--- config.mk ---
export PLATFORM = sky130hd
export DESIGN_NAME = io_mtimer
export DESIGN_NICKNAME = d
export VERILOG_FILES = /design/src/rtl/io_mtimer.sv
export SDC_FILE = /design/constraint.sdc
export NUM_CORES = 1
export LEC_CHECK = 0
export BUFFER_PORTS_ARGS = -buffer_cell sky130_fd_sc_hd__buf_4
export CAP_MARGIN = 15
export CORE_MARGIN = 5
export CORE_UTILIZATION = 60
export DETAILED_ROUTE_END_ITERATION = 10
export PLACE_DENSITY = 0.86
export SLEW_MARGIN = 40
export SYNTH_ARGS = -nofsm -noshare
export SYNTH_HDL_FRONTEND = slang
export SYNTH_SLANG_ARGS = --single-unit
--- constraint.sdc ---
create_clock -name clk -period 5.7 [get_ports clk]
set_clock_uncertainty 0.1 [all_clocks]
set_input_delay 0.285 -clock clk [delete_from_list [all_inputs] [get_ports clk]]
set_output_delay 0.285 -clock clk [all_outputs]
set_load 0.05 [all_outputs]
--- src/rtl/io_mtimer.sv ---
// Memory-mapped machine timer: 64-bit prescaled mtime, 64-bit mtimecmp, sticky MATCH status.
// Build option IO_MTIMER_SNAPSHOT_EN adds a shadow of mtime[63:32] for tear-free LO-then-HI reads.
module io_mtimer #(
  parameter logic [13:0] BASE_ADR = 14'h3E00,
  parameter int          PRE_W    = 16
) (
  input  logic        clk,
  input  logic        rst_n,
  input  logic        dma_io_we,
  input  logic [13:0] dma_io_wadr,
  input  logic [31:0] dma_io_wdata,
  input  logic [13:0] dma_io_radr,
  input  logic        dma_io_radr_en,
  output logic [31:0] dma_io_rdata,
  output logic        frc_cntr_val_leq
);

  // Bus handshake: no valid/ready pair. A write is accepted on every edge where
  // dma_io_we = 1; a read is accepted on every edge where dma_io_radr_en = 1 and its
  // data is presented on dma_io_rdata for the following cycle (0 when nothing is read).

  localparam logic [2:0]       OFF_MTIME_LO = 3'd0;
  localparam logic [2:0]       OFF_MTIME_HI = 3'd1;
  localparam logic [2:0]       OFF_MCMP_LO  = 3'd2;
  localparam logic [2:0]       OFF_MCMP_HI  = 3'd3;
  localparam logic [2:0]       OFF_CTRL     = 3'd4;
  localparam logic [2:0]       OFF_PRESCALE = 3'd5;
  localparam logic [2:0]       OFF_STATUS   = 3'd6;
  localparam logic [PRE_W-1:0] PRE_ONE      = PRE_W'(1);

  logic [63:0]      mtime;
  logic [63:0]      mcmp;
  logic             ctrl_en;
  logic             ctrl_autoclr;
  logic [PRE_W-1:0] prescale;
  logic [PRE_W-1:0] pcnt;
  logic             match;

`ifdef IO_MTIMER_SNAPSHOT_EN
  logic [31:0] mtime_shadow;
`endif

  // Address decode (offset arithmetic wraps, so addresses below BASE_ADR miss)
  logic [13:0] w_off;
  logic [13:0] r_off;
  logic        w_hit;
  logic        r_hit;

  assign w_off = dma_io_wadr - BASE_ADR;
  assign r_off = dma_io_radr - BASE_ADR;
  assign w_hit = dma_io_we && (w_off < 14'd8);
  assign r_hit = dma_io_radr_en && (r_off < 14'd8);

  logic wr_mtime_lo;
  logic wr_mtime_hi;
  logic wr_mcmp_lo;
  logic wr_mcmp_hi;
  logic wr_ctrl;
  logic wr_prescale;
  logic wr_status;
  logic rd_mtime_lo;

  assign wr_mtime_lo = w_hit && (w_off[2:0] == OFF_MTIME_LO);
  assign wr_mtime_hi = w_hit && (w_off[2:0] == OFF_MTIME_HI);
  assign wr_mcmp_lo  = w_hit && (w_off[2:0] == OFF_MCMP_LO);
  assign wr_mcmp_hi  = w_hit && (w_off[2:0] == OFF_MCMP_HI);
  assign wr_ctrl     = w_hit && (w_off[2:0] == OFF_CTRL);
  assign wr_prescale = w_hit && (w_off[2:0] == OFF_PRESCALE);
  assign wr_status   = w_hit && (w_off[2:0] == OFF_STATUS);
  assign rd_mtime_lo = r_hit && (r_off[2:0] == OFF_MTIME_LO);

  // Counter next-state
  logic             pre_tick;
  logic             auto_clr;
  logic             mtime_wr;
  logic [63:0]      mtime_nxt;
  logic [PRE_W-1:0] pcnt_nxt;
  logic             leq_nxt;
  logic             match_nxt;

  assign pre_tick = ctrl_en && (pcnt == prescale);
  assign auto_clr = ctrl_autoclr && ctrl_en && frc_cntr_val_leq;
  assign mtime_wr = wr_mtime_lo || wr_mtime_hi;

  always_comb begin
    mtime_nxt = mtime;
    if (auto_clr) begin
      mtime_nxt = 64'd0;
    end else if (pre_tick) begin
      mtime_nxt = mtime + 64'd1;
    end
    // Software writes replace only their half and suppress any carry this cycle.
    if (wr_mtime_lo) begin
      mtime_nxt = {mtime[63:32], dma_io_wdata};
    end else if (wr_mtime_hi) begin
      mtime_nxt = {dma_io_wdata, mtime[31:0]};
    end
  end

  always_comb begin
    pcnt_nxt = pcnt;
    if (ctrl_en) begin
      if (auto_clr || (pcnt == prescale)) begin
        pcnt_nxt = '0;
      end else begin
        pcnt_nxt = pcnt + PRE_ONE;
      end
    end
    if (wr_prescale) begin
      pcnt_nxt = '0;
    end
  end

  // When auto-clear returns mtime to zero the compare is dropped for that edge,
  // so each period produces a single-cycle leq pulse.
  always_comb begin
    leq_nxt = (mcmp <= mtime);
    if (auto_clr && !mtime_wr) begin
      leq_nxt = 1'b0;
    end
  end

  always_comb begin
    match_nxt = match;
    if (wr_status && dma_io_wdata[0]) begin
      match_nxt = 1'b0;
    end
    if (leq_nxt && !frc_cntr_val_leq) begin
      match_nxt = 1'b1;
    end
  end

  // Read mux samples pre-write register values
  logic [31:0] rd_val;

  always_comb begin
    rd_val = 32'd0;
    if (r_hit) begin
      case (r_off[2:0])
        OFF_MTIME_LO: rd_val = mtime[31:0];
`ifdef IO_MTIMER_SNAPSHOT_EN
        OFF_MTIME_HI: rd_val = mtime_shadow;
`else
        OFF_MTIME_HI: rd_val = mtime[63:32];
`endif
        OFF_MCMP_LO:  rd_val = mcmp[31:0];
        OFF_MCMP_HI:  rd_val = mcmp[63:32];
        OFF_CTRL:     rd_val = {30'd0, ctrl_autoclr, ctrl_en};
        OFF_PRESCALE: rd_val = 32'(prescale);
        OFF_STATUS:   rd_val = {31'd0, match};
        default:      rd_val = 32'd0;
      endcase
    end
  end

  always_ff @(posedge clk) begin
    if (rst_n) begin
      mtime            <= 64'd0;
      mcmp             <= 64'hFFFF_FFFF_FFFF_FFFF;
      ctrl_en          <= 1'b0;
      ctrl_autoclr     <= 1'b0;
      prescale         <= '0;
      pcnt             <= '0;
      match            <= 1'b0;
      dma_io_rdata     <= 32'd0;
      frc_cntr_val_leq <= 1'b0;
    end else begin
      mtime            <= mtime_nxt;
      pcnt             <= pcnt_nxt;
      match            <= match_nxt;
      dma_io_rdata     <= rd_val;
      frc_cntr_val_leq <= leq_nxt;
      if (wr_mcmp_lo) begin
        mcmp[31:0] <= dma_io_wdata;
      end
      if (wr_mcmp_hi) begin
        mcmp[63:32] <= dma_io_wdata;
      end
      if (wr_ctrl) begin
        ctrl_en      <= dma_io_wdata[0];
        ctrl_autoclr <= dma_io_wdata[1];
      end
      if (wr_prescale) begin
        prescale <= dma_io_wdata[PRE_W-1:0];
      end
    end
  end

`ifdef IO_MTIMER_SNAPSHOT_EN
  always_ff @(posedge clk) begin
    if (rst_n) begin
      mtime_shadow <= 32'd0;
    end else if (wr_mtime_hi) begin
      mtime_shadow <= dma_io_wdata;
    end else if (rd_mtime_lo) begin
      mtime_shadow <= mtime[63:32];
    end
  end
`else
  logic unused_rd_lo;
  assign unused_rd_lo = rd_mtime_lo;
`endif

endmodule

==> metrics.txt <==
sequential cell fraction of total power=48.7%; setup bufs post-CTS=0; drt first pass iters=7; Main synth FF type=dfxtp_1; Slew headroom=37.9%; clk_lat worst skew=0.45 ns; Post-Route WL=38800 um; Tot Pwr=0.00281 W; RR Endpoint=match$_SDFFE_PP0P_; DR vias=12056; # IOs=97; antenna violations before repair=0; Crit path required time=5.97 ns; CP dominant cell by count=o211ai_1; vias per cell=6.85; pin count of the biggest net entering global routing=83; EDFF count, synth=0; CTS tree=yes; Placer Congestion=0.972; Hold Crit Depth=3; area occupied by multi-input gates=7110 um^2; Final Max Tran Viols=0; outcome=completed; crit path cell chain=inv_1, ha_1, a21oi_1, o21ai_0, a211oi_1, o211ai_1, a2111oi_1, nand3_1, o211ai_1; hold slack=0.00563 ns; Final ANT Viol Nets=0; slowest CP cell=a2111oi_1; final setup fails=0; Final HPWL DP=26800 um; CTS root buf=clkbuf_16; Synth Area in Simple Gates=22.0%; Layout Nets=1612; Core Util, Final=68.3%; Synth Area in Adders=7.24%; PortBufs=96; min Tclk post-route=3.50 ns; Psw=0.000767 W; Worst setup SP type=flop; syn nets=1568; Synth Area in XOR/XNOR=2.53%; Compound-Gate Fraction of Synth Area=20.4%; setup slack after layout=2.20 ns; Switching Fraction=27.3%; final hold vios=0; number of global-route vias before repair=11300; Max Fclk=286 MHz; Pwr Density=212 nW/um^2; mux cell area share after synthesis=7.80%; Final Cycle Share=61.4%; register bit total from synthesis=196; Leakage=4.75 nW; Comb power frac=6.4%; TritonCTS Buffers=17; RSZ-0062 raised after global routing=false; die height=150 um; crit-path max cell delay=0.80 ns; Die Area=22500 um^2; Die Span X=150 um; register area share after synthesis=33.4%; initial core utilization=60.6%; Post-Synthesis Cells=1436; internal power=0.00204 W; Worst Setup SP=mtime[55]$_SDFFE_PP0P_; syn avg cell area=8.19 um^2; r2r worst-path depth=9; Worst-path clk slew=0.08 ns; final-layout fill cell count=1543; CTS Sinks=196; DP Worst Slack=2.38 ns; Slew @ Worst Pin=0.926 ns; CTS H-tree lvls=4; Async SR Flop Fraction=0%; worst setup path endpoint=match$_SDFFE_PP0P_; Post-Syn Area=11800 um^2; worst setup path class=reg -> reg; Hold Path Class=in -> reg; all-layer global routing usage=34.1%; layout cells sized above 1=12.7%; wire per inst=22.0 um; Clock power frac=44.9%; WP data arrival=3.76 ns; Distinct cells, synth=77; worst-case clock buffer depth=2; register area=3920 um^2; GR Overflow Total=0; # rows=51; maximum fanout along the worst path=6; P&R area growth vs syn=12.7%; Reg-to-Reg Start=mtime[55]$_SDFFE_PP0P_; largest family of logic cells by synthesized area=simple AND/OR/NAND/NOR gates; setup slack, reg-to-reg=2.20 ns; peak supply drop=223 uV; core area=19400 um^2; Synthesis Warnings=0; DRC=0; first-pass GRT wire length=60500 um; Setup crit end kind=flop; 1st-iter DRT viols=1871; setup TNS=0 ns; max_cap viols=0
-- through the flow --
step	instances	instance area (um^2)
final	1760	13200
after global routing	1758	13200
after CTS	1758	13200
after detailed placement	1722	12600
after global placement	1720	12500
after floorplan	1436	11800
-- power groups by stage --
stage	combinational [W]	clock [W]	sequential, W
6_report	0.000180	0.00126	0.00137
5_1_grt	0.000186	0.00132	0.00137
4_1_cts	0.000171	0.00126	0.00137
3_5_place_dp	0.000168	0	0.00140
3_3_place_gp	0.000165	0	0.00140
2_1_floorplan	0.0000809	0	0.00140
-- state kept, by name, summed over array words and instances (netlist names) --
signal / cells
pcnt: 16
prescale: 16
mtime: 64
ctrl_en: 1
ctrl_autoclr: 1
mcmp: 64
dma_io_rdata: 32
match: 1
frc_cntr_val_leq: 1
-- cells by family (layout without fill, tap and decap cells) --
family,Yosys count,count (layout)
XOR/XNOR,34,34
AO/OA/AOI/OAI,348,348
flip-flops,196,196
other,0,2
adder cells (fa/ha/maj),68,68
buffers and inverters,186,243
multiplexers,69,69
AND/OR/NAND/NOR,535,535
-- cell usage after synthesis (5+ instances only) --
| library cell | n | share of area, % |
|---|---|---|
| a211oi_1 | 10 | 0.64 |
| a21o_1 | 9 | 0.57 |
| a21oi_1 | 114 | 4.9 |
| a221oi_1 | 7 | 0.52 |
| a22o_1 | 16 | 1.2 |
| a22oi_1 | 8 | 0.51 |
| a311oi_1 | 6 | 0.45 |
| a31oi_1 | 18 | 0.96 |
| a32oi_1 | 17 | 1.3 |
| and2_1 | 6 | 0.32 |
| and3_1 | 13 | 0.69 |
| and4_1 | 11 | 0.82 |
| buf_1 | 5 | 0.16 |
| buf_2 | 14 | 0.60 |
| buf_4 | 9 | 0.57 |
| clkbuf_1 | 52 | 1.7 |
| dfxtp_1 | 196 | 33 |
| ha_1 | 68 | 7.2 |
| inv_1 | 101 | 3.2 |
| mux2i_1 | 50 | 4.3 |
| mux4_2 | 18 | 3.4 |
| nand2_1 | 192 | 6.1 |
| nand3_1 | 45 | 1.9 |
| nand4_1 | 49 | 2.6 |
| nor2_1 | 112 | 3.6 |
| nor2b_1 | 21 | 1.1 |
| nor3_1 | 40 | 1.7 |
| nor4_1 | 18 | 0.96 |
| o211ai_1 | 46 | 2.9 |
| o21ai_0 | 36 | 1.5 |
| o31ai_1 | 8 | 0.51 |
| o32ai_2 | 5 | 0.69 |
| or3_1 | 8 | 0.43 |
| xnor2_1 | 23 | 1.7 |
| xor2_1 | 11 | 0.82 |
-- what timing repair did --
item,4_1_cts,5_1_grt
hold buffers,4,0
hold endpoints to repair,4,0
gates resized for setup,0,0
-- routing by layer --
layer | part of all wire [%] | global-route usage [%] | up-vias
li1 | - | - | 5332
met1 | 37 | 44.2 | 5611
met2 | 44 | 52.3 | 896
met3 | 14 | 10.1 | 217
met4 | 5.0 | 16.0 | 0
met5 | 0 | 0 | -
-- worst min path at each step --
stage | start | slack (ns) | end
after detailed placement | prescale[5]$_SDFFE_PP0P_ | 0.38 | prescale[5]$_SDFFE_PP0P_
after floorplan | dma_io_wdata[0] | 0.31 | mcmp[32]$_SDFFE_PP1P_
after CTS | dma_io_wdata[18] | 0.003 | mcmp[50]$_SDFFE_PP1P_
after global routing | dma_io_wdata[24] | 0.01 | mcmp[24]$_SDFFE_PP1P_
after global placement | prescale[1]$_SDFFE_PP0P_ | 0.37 | prescale[1]$_SDFFE_PP0P_
final | dma_io_wdata[18] | 0.006 | mcmp[50]$_SDFFE_PP1P_
-- area by class of cell --
class                           count  area share [%]
Antenna cell                        2          0.0378
Clock buffer                       17            3.21
Clock inverter                     15            1.48
Inverter                          102            2.89
Multi-Input combinational cell   1054            53.7
Sequential cell                   196            29.6
Tap cell                          265            2.50
Timing Repair Buffer              109            6.59
-- worst max-delay path, delay by kind of cell, from the launching register on --
family	cells	cell delay, ns
fa+ha+maj	1	0.34
flops	1	0.45
buf+inv	1	0.11
compound gates	6	2.13
simple gates	1	0.29
-- layout by cell type, fill, tap and decap left out, types with 19 or more instances in the layout --
| master | Yosys | routed |
|---|---|---|
| nand4_1 | 49 | 49 |
| ha_1 | 68 | 68 |
| nand2_1 | 192 | 192 |
| a21oi_1 | 114 | 114 |
| nor2_1 | 112 | 108 |
| o21ai_0 | 36 | 36 |
| nand3_1 | 45 | 45 |
| inv_1 | 101 | 101 |
| dfxtp_1 | 196 | 196 |
| nor2b_1 | 21 | 19 |
| nor3_1 | 40 | 39 |
| mux2i_1 | 50 | 50 |
| o211ai_1 | 46 | 46 |
| buf_4 | 9 | 102 |
| xnor2_1 | 23 | 23 |
No activity file was read; power rests on OpenSTA's default activity.
